--- src/rtl/demux_pkg.sv ---
// demux_pkg: shared types for the 1-to-N stream demultiplexer.
// Imported by demultiplexer_1_to_n_stream.
package demux_pkg;

    typedef enum logic {
        MODE_SELECT = 1'b0,
        MODE_RR     = 1'b1
    } demux_mode_e;

    typedef enum logic {
        ST_EMPTY = 1'b0,
        ST_FULL  = 1'b1
    } demux_state_e;

endpackage

--- src/rtl/demux_rr_pointer.sv ---
// demux_rr_pointer: modulo-N wrap counter used as the round-robin
// destination pointer of the stream demultiplexer.
module demux_rr_pointer #(
    parameter  int N = 4,
    localparam int W = $clog2(N)
) (
    input  logic         clk,
    input  logic         reset,
    input  logic         adv,
    output logic [W-1:0] ptr
);

    always_ff @(posedge clk) begin
        if (reset) begin
            ptr <= '0;
        end else if (adv) begin
            ptr <= (ptr == W'(N - 1)) ? '0 : ptr + W'(1);
        end
    end

endmodule

--- src/rtl/demultiplexer_1_to_n_stream.sv ---
// demultiplexer_1_to_n_stream: registered 1-to-N valid/ready demux.
// Round-robin destination mode is compiled in by DEMUX_ROUND_ROBIN_EN.
module demultiplexer_1_to_n_stream
    import demux_pkg::*;
#(
    parameter  int DATA_W = 8,
    parameter  int N_OUT  = 4,
    localparam int SEL_W  = $clog2(N_OUT)
) (
    input  logic                    clk,
    input  logic                    reset,
    input  logic [DATA_W-1:0]       in_data,
    input  logic                    in_valid,
    output logic                    in_ready,
    input  logic [SEL_W-1:0]        select_lines,
    input  logic                    mode,
    output logic [N_OUT*DATA_W-1:0] out_data,
    output logic [N_OUT-1:0]        out_valid,
    input  logic [N_OUT-1:0]        out_ready,
    output logic [SEL_W-1:0]        cur_channel,
    output logic                    sel_err
);

    demux_state_e      state;
    logic [DATA_W-1:0] hold_data;
    logic [SEL_W-1:0]  hold_ch;
    logic              full;
    logic              acc;
    logic              drn;
    logic              bad;
    logic              load;
    logic [SEL_W-1:0]  dest;

    demux_state_e             nxt_state;
    logic [DATA_W-1:0]        nxt_data;
    logic [SEL_W-1:0]         nxt_ch;
    logic [N_OUT-1:0]         nxt_valid;
    logic [N_OUT*DATA_W-1:0]  nxt_lanes;

    assign full     = (state == ST_FULL);
    assign in_ready = !reset && (!full || out_ready[hold_ch]);
    assign acc      = in_valid && in_ready;
    assign drn      = full && out_ready[hold_ch];

`ifdef DEMUX_ROUND_ROBIN_EN
    logic [SEL_W-1:0] rr_ptr;
    logic             rr_sel;

    assign rr_sel = (demux_mode_e'(mode) == MODE_RR);

    demux_rr_pointer #(
        .N(N_OUT)
    ) u_rr_pointer (
        .clk  (clk),
        .reset(reset),
        .adv  (acc && rr_sel),
        .ptr  (rr_ptr)
    );

    assign dest = rr_sel ? rr_ptr : select_lines;
`else
    logic unused_mode;

    assign unused_mode = mode;
    assign dest        = select_lines;
`endif

    // Only reachable when N_OUT is not a power of two.
    assign bad  = (32'(dest) >= 32'(N_OUT));
    assign load = acc && !bad;

    always_comb begin
        nxt_state = state;
        nxt_data  = hold_data;
        nxt_ch    = hold_ch;
        unique case (state)
            ST_EMPTY: begin
                if (load) begin
                    nxt_state = ST_FULL;
                    nxt_data  = in_data;
                    nxt_ch    = dest;
                end
            end
            ST_FULL: begin
                if (load) begin
                    nxt_data = in_data;
                    nxt_ch   = dest;
                end else if (drn) begin
                    nxt_state = ST_EMPTY;
                end
            end
            default: nxt_state = ST_EMPTY;
        endcase
    end

    // Lanes other than the held channel are forced to zero.
    always_comb begin
        nxt_valid = '0;
        nxt_lanes = '0;
        for (int k = 0; k < N_OUT; k++) begin
            if (nxt_state == ST_FULL && nxt_ch == SEL_W'(k)) begin
                nxt_valid[k]                   = 1'b1;
                nxt_lanes[k*DATA_W +: DATA_W]  = nxt_data;
            end
        end
    end

    always_ff @(posedge clk) begin
        if (reset) begin
            state       <= ST_EMPTY;
            hold_data   <= '0;
            hold_ch     <= '0;
            out_valid   <= '0;
            out_data    <= '0;
            cur_channel <= '0;
            sel_err     <= 1'b0;
        end else begin
            state       <= nxt_state;
            hold_data   <= nxt_data;
            hold_ch     <= nxt_ch;
            out_valid   <= nxt_valid;
            out_data    <= nxt_lanes;
            cur_channel <= (nxt_state == ST_FULL) ? nxt_ch : '0;
            sel_err     <= acc && bad;
        end
    end

endmodule

--- config.mk ---
export PLATFORM = sky130hd
export DESIGN_NAME = demultiplexer_1_to_n_stream
export DESIGN_NICKNAME = d
export VERILOG_FILES = /design/src/rtl/demux_pkg.sv /design/src/rtl/demux_rr_pointer.sv /design/src/rtl/demultiplexer_1_to_n_stream.sv
export SDC_FILE = /design/constraint.sdc
export NUM_CORES = 1
export LEC_CHECK = 0
export CAP_MARGIN = 20
export CORE_ASPECT_RATIO = 1.25
export CORE_MARGIN = 4
export CORE_UTILIZATION = 30
export CTS_CLUSTER_DIAMETER = 40
export DETAILED_ROUTE_END_ITERATION = 10
export DONT_BUFFER_PORTS = 1
export MAX_ROUTING_LAYER = met4
export PLACE_DENSITY = 0.49
export SYNTH_ARGS = -nofsm -noshare
export SYNTH_HDL_FRONTEND = slang
export SYNTH_SLANG_ARGS = --single-unit
--- constraint.sdc ---
create_clock -name clk -period 2.4 [get_ports clk]
set_clock_uncertainty 0.1 [all_clocks]
set_input_delay 0.48 -clock clk [delete_from_list [all_inputs] [get_ports clk]]
set_output_delay 0.48 -clock clk [all_outputs]
set_load 0.01 [all_outputs]
==> key figures <==
Run status
  – Status: finished, final reports clean

Clocking
  – Skew-Pair Late Insertion Delay: approximately 290 ps
  – CTS tree: yes
  – # Post-CTS Setup Buffers: 0
  – CTS resizes: 0
  – Maximum root-to-sink buffer count: 2
  – Total CTS buffers: 5
  – CTS clk-pin slew, worst paths: 80 ps
  – Root Buffer: clkbuf_8
  – TritonCTS Sinks: 49
  – H-tree depth: 2
  – CTS Hold Bufs: 0

Worst setup path
  – Largest delay contributor family on the critical path: flip-flops
  – Crit path launch: hold_ch[1]
  – Cell chain of the critical path: mux2_4 > o22ai_2 > nor2_1
  – Max incr delay on CP: roughly 430 ps
  – Worst path depth: 3
  – Crit path buf inv count: 0
  – Worst setup EP type: primary output
  – Arrival @ worst endpoint: roughly 1500 ps
  – Worst EP required: ~1800 ps
  – R2R Path Start: hold_ch[1]
  – Worst Setup Path Type: register to primary output
  – Worst reg2reg path depth: 4
  – Worst Path Max Fanout: 5
  – Critical-path top delay cell: dfxtp_1
  – CP startpoint kind: register

Routing
  – ANT nets after route: 0
  – Vias per std cell: ~5
  – DRT iter0 DRCs: 55
  – WL final: around 4000 um
  – First-pass detailed-route iteration total: 4
  – Vias: about 1,300
  – WL/cell: ~16 um
  – Residual DRC: 0

GRT
  – Initial antenna violation count: 0
  – Overall routing resource usage: between 10% and 20%
  – Largest net degree at the start of global routing: 27
  – Grt total ovfl: 0
  – Vias in the first global route: between 1,000 and 1,500
  – First-pass GRT wire length: about 6300 um

Placement
  – Port bufs: 0
  – Inst Count DP: 250
  – Place WS: roughly 500 ps
  – Detailed placement HPWL: about 3000 um
  – Placer Congestion: between 0.7 and 0.8

STA
  – Crit path time final: 2064 ps
  – Slew headroom: 50.25%
  – Max Freq: 0.4845 GHz
  – WHS: about 150 ps
  – Setup ws final: roughly 340 ps
  – Fin Setup TNS: 0 ps
  – Final Hold Vio Count: 0
  – Fin. max-slew vios: 0
  – Fin crit share: a little under nine tenths
  – RSZ-0062 raised after global routing: no
  – Worst-Margin Slew: roughly 740 ps
  – # setup viols final: 0

Floorplanning
  – Vert. Die Dim: 95.31 um
  – # rows: 31
  – Die X: ~78 um
  – Initial Util: 31.23%
  – Io pins: 58
  – Placeable Area: between 5000 and 6000 um^2
  – Die ar.: about 7400 um^2

Hold path
  – Hold Path Depth: 1
  – Hold path startpoint: reset
  – Min-delay worst type: input port to register

Pwr
  – Comb power frac: approximately 7.5%
  – Switching pwr: roughly 330 uW
  – Clock network power share: approximately 37%
  – Sw frac: between 20% and 30%
  – VDD IR max: 0.0002871 V
  – Flop pwr share: between 50% and 60%
  – PwrDens: 776.5 nW/um^2
  – P_int: 1.231 mW
  – Leakage: around 0.72 nW

Flow run
  – Max Cap Viol: 0

Logic synthesis
  – Synth area leaders: dfxtp_1, a22o_1, nor2_1, o32a_1, nand3b_1
  – Syn nets: 191
  – Synth top area share: around 54%
  – Post-synthesis register bit count: 49
  – Count of cell types in the netlist: 31
  – Syn Std Cell Area: roughly 1800 um^2
  – Mapped Cells: between 150 and 200
  – Post-synth top area cell: dfxtp_1
  – Post-synthesis sequential area ratio: between 50 and 60%
  – Avg Cell Area, Syn: 10.57 um^2
  – Ys Warns: 0

Layout
  – Utilization after layout: about a third
  – Area growth syn-to-layout: 10.05%
  – Non-filler cells, final: approximately 260
  – Multi-input gate area: 742.0 um^2
  – Ant. Diodes: 0
  – Layout Nets: approximately 190
  – Fraction of layout cells with a size suffix above 1: a little over an eighth
  – Register area: between 900 and 1000 um^2
  – Fill count: approximately 600
[area by class of cell]
| class | count | share of cell area, % |
|---|---|---|
| Sequential cell | 49 | 48.73 |
| Multi-Input combinational cell | 105 | 36.86 |
| Tap cell | 82 | 5.096 |
| Clock buffer | 7 | 4.288 |
| Timing Repair Buffer | 5 | 1.865 |
| Inverter | 9 | 1.678 |
| Clock inverter | 1 | 1.492 |
[Yosys cell counts]
cell type,n
a21o_1,1
a21oi_1,3
a221oi_4,1
a22o_1,16
and3_4,1
buf_2,1
buf_4,3
buf_6,3
clkbuf_1,3
conb_1,1
dfxtp_1,49
inv_1,9
mux2_4,2
mux2i_1,1
nand2_1,15
nand2b_1,1
nand3b_1,8
nor2_1,24
nor2b_1,4
nor3_1,2
nor3b_2,2
nor4_2,1
nor4b_2,1
o21ai_0,1
o21ai_1,1
o21bai_1,1
o221a_4,1
o221ai_2,1
o22ai_2,1
o31ai_1,7
o32a_1,8
[power groups by stage]
stage | Combinational [mW] | Clock [mW] | Sequential, mW
6_report | 0.117 | 0.581 | 0.865
5_1_grt | 0.130 | 0.650 | 0.869
4_1_cts | 0.118 | 0.605 | 0.866
3_5_place_dp | 0.117 | 0 | 0.885
3_3_place_gp | 0.114 | 0 | 0.884
2_1_floorplan | 0.108 | 0 | 0.880
[cells by family (layout without fill, tap and decap cells)]
logic type | Yosys count | count (layout) | synth area share (%)
muxes | 3 | 3 | 2.189
and+or+nand+nor | 59 | 59 | 17.03
other | 1 | 1 | 0.2050
DFF | 49 | 49 | 53.63
buffers and inverters | 19 | 22 | 5.813
AOI/OAI and AO/OA | 42 | 42 | 21.13
[registers in the layout, summed over array words and instances, names as in the netlist]
signal / flops
out_data: 32
hold_data: 8
out_valid: 4
cur_channel: 2
hold_ch: 2
full: 1
[metal layers]
metal / vias to the layer above / track usage [%] / part of all wire (%)
met1: 584 / 13.19 / 44
met4: 0 / 4.303 / 1.5
li1: 613 / - / -
met3: 5 / 3.497 / 6.9
met2: 56 / 18.36 / 48
met5: - / - / 0
[path summary, 6_finish.rpt]
kind | slack, ps | end
setup / recovery | 340 | in_ready
hold / removal | 150 | out_valid[1]
setup reg to reg | 510 | out_valid[1]
hold reg to reg | 390 | hold_data[7]
[stage by stage]
stage               total power [mW]  area [um^2]
finish                         1.563         2013
global route                   1.649         2013
floorplan                     0.9872         1829
CTS                            1.589         2013
detailed placement             1.002         1897
global placement              0.9981         1897
[cell usage in the layout (no fill, tap or decap), types with 2 or more instances in the layout]
cell type  netlist  final
dfxtp_1         49     49
nor2_1          24     24
a22o_1          16     16
nand2_1         15     15
inv_1            9      9
nand3b_1         8      8
o32a_1           8      8
o31ai_1          7      7
clkbuf_8         0      6
buf_4            3      5
nor2b_1          4      4
a21oi_1          3      3
mux2_4           2      2
nor3_1           2      2
nor3b_2          2      2
(Power assumes the default switching activity.)
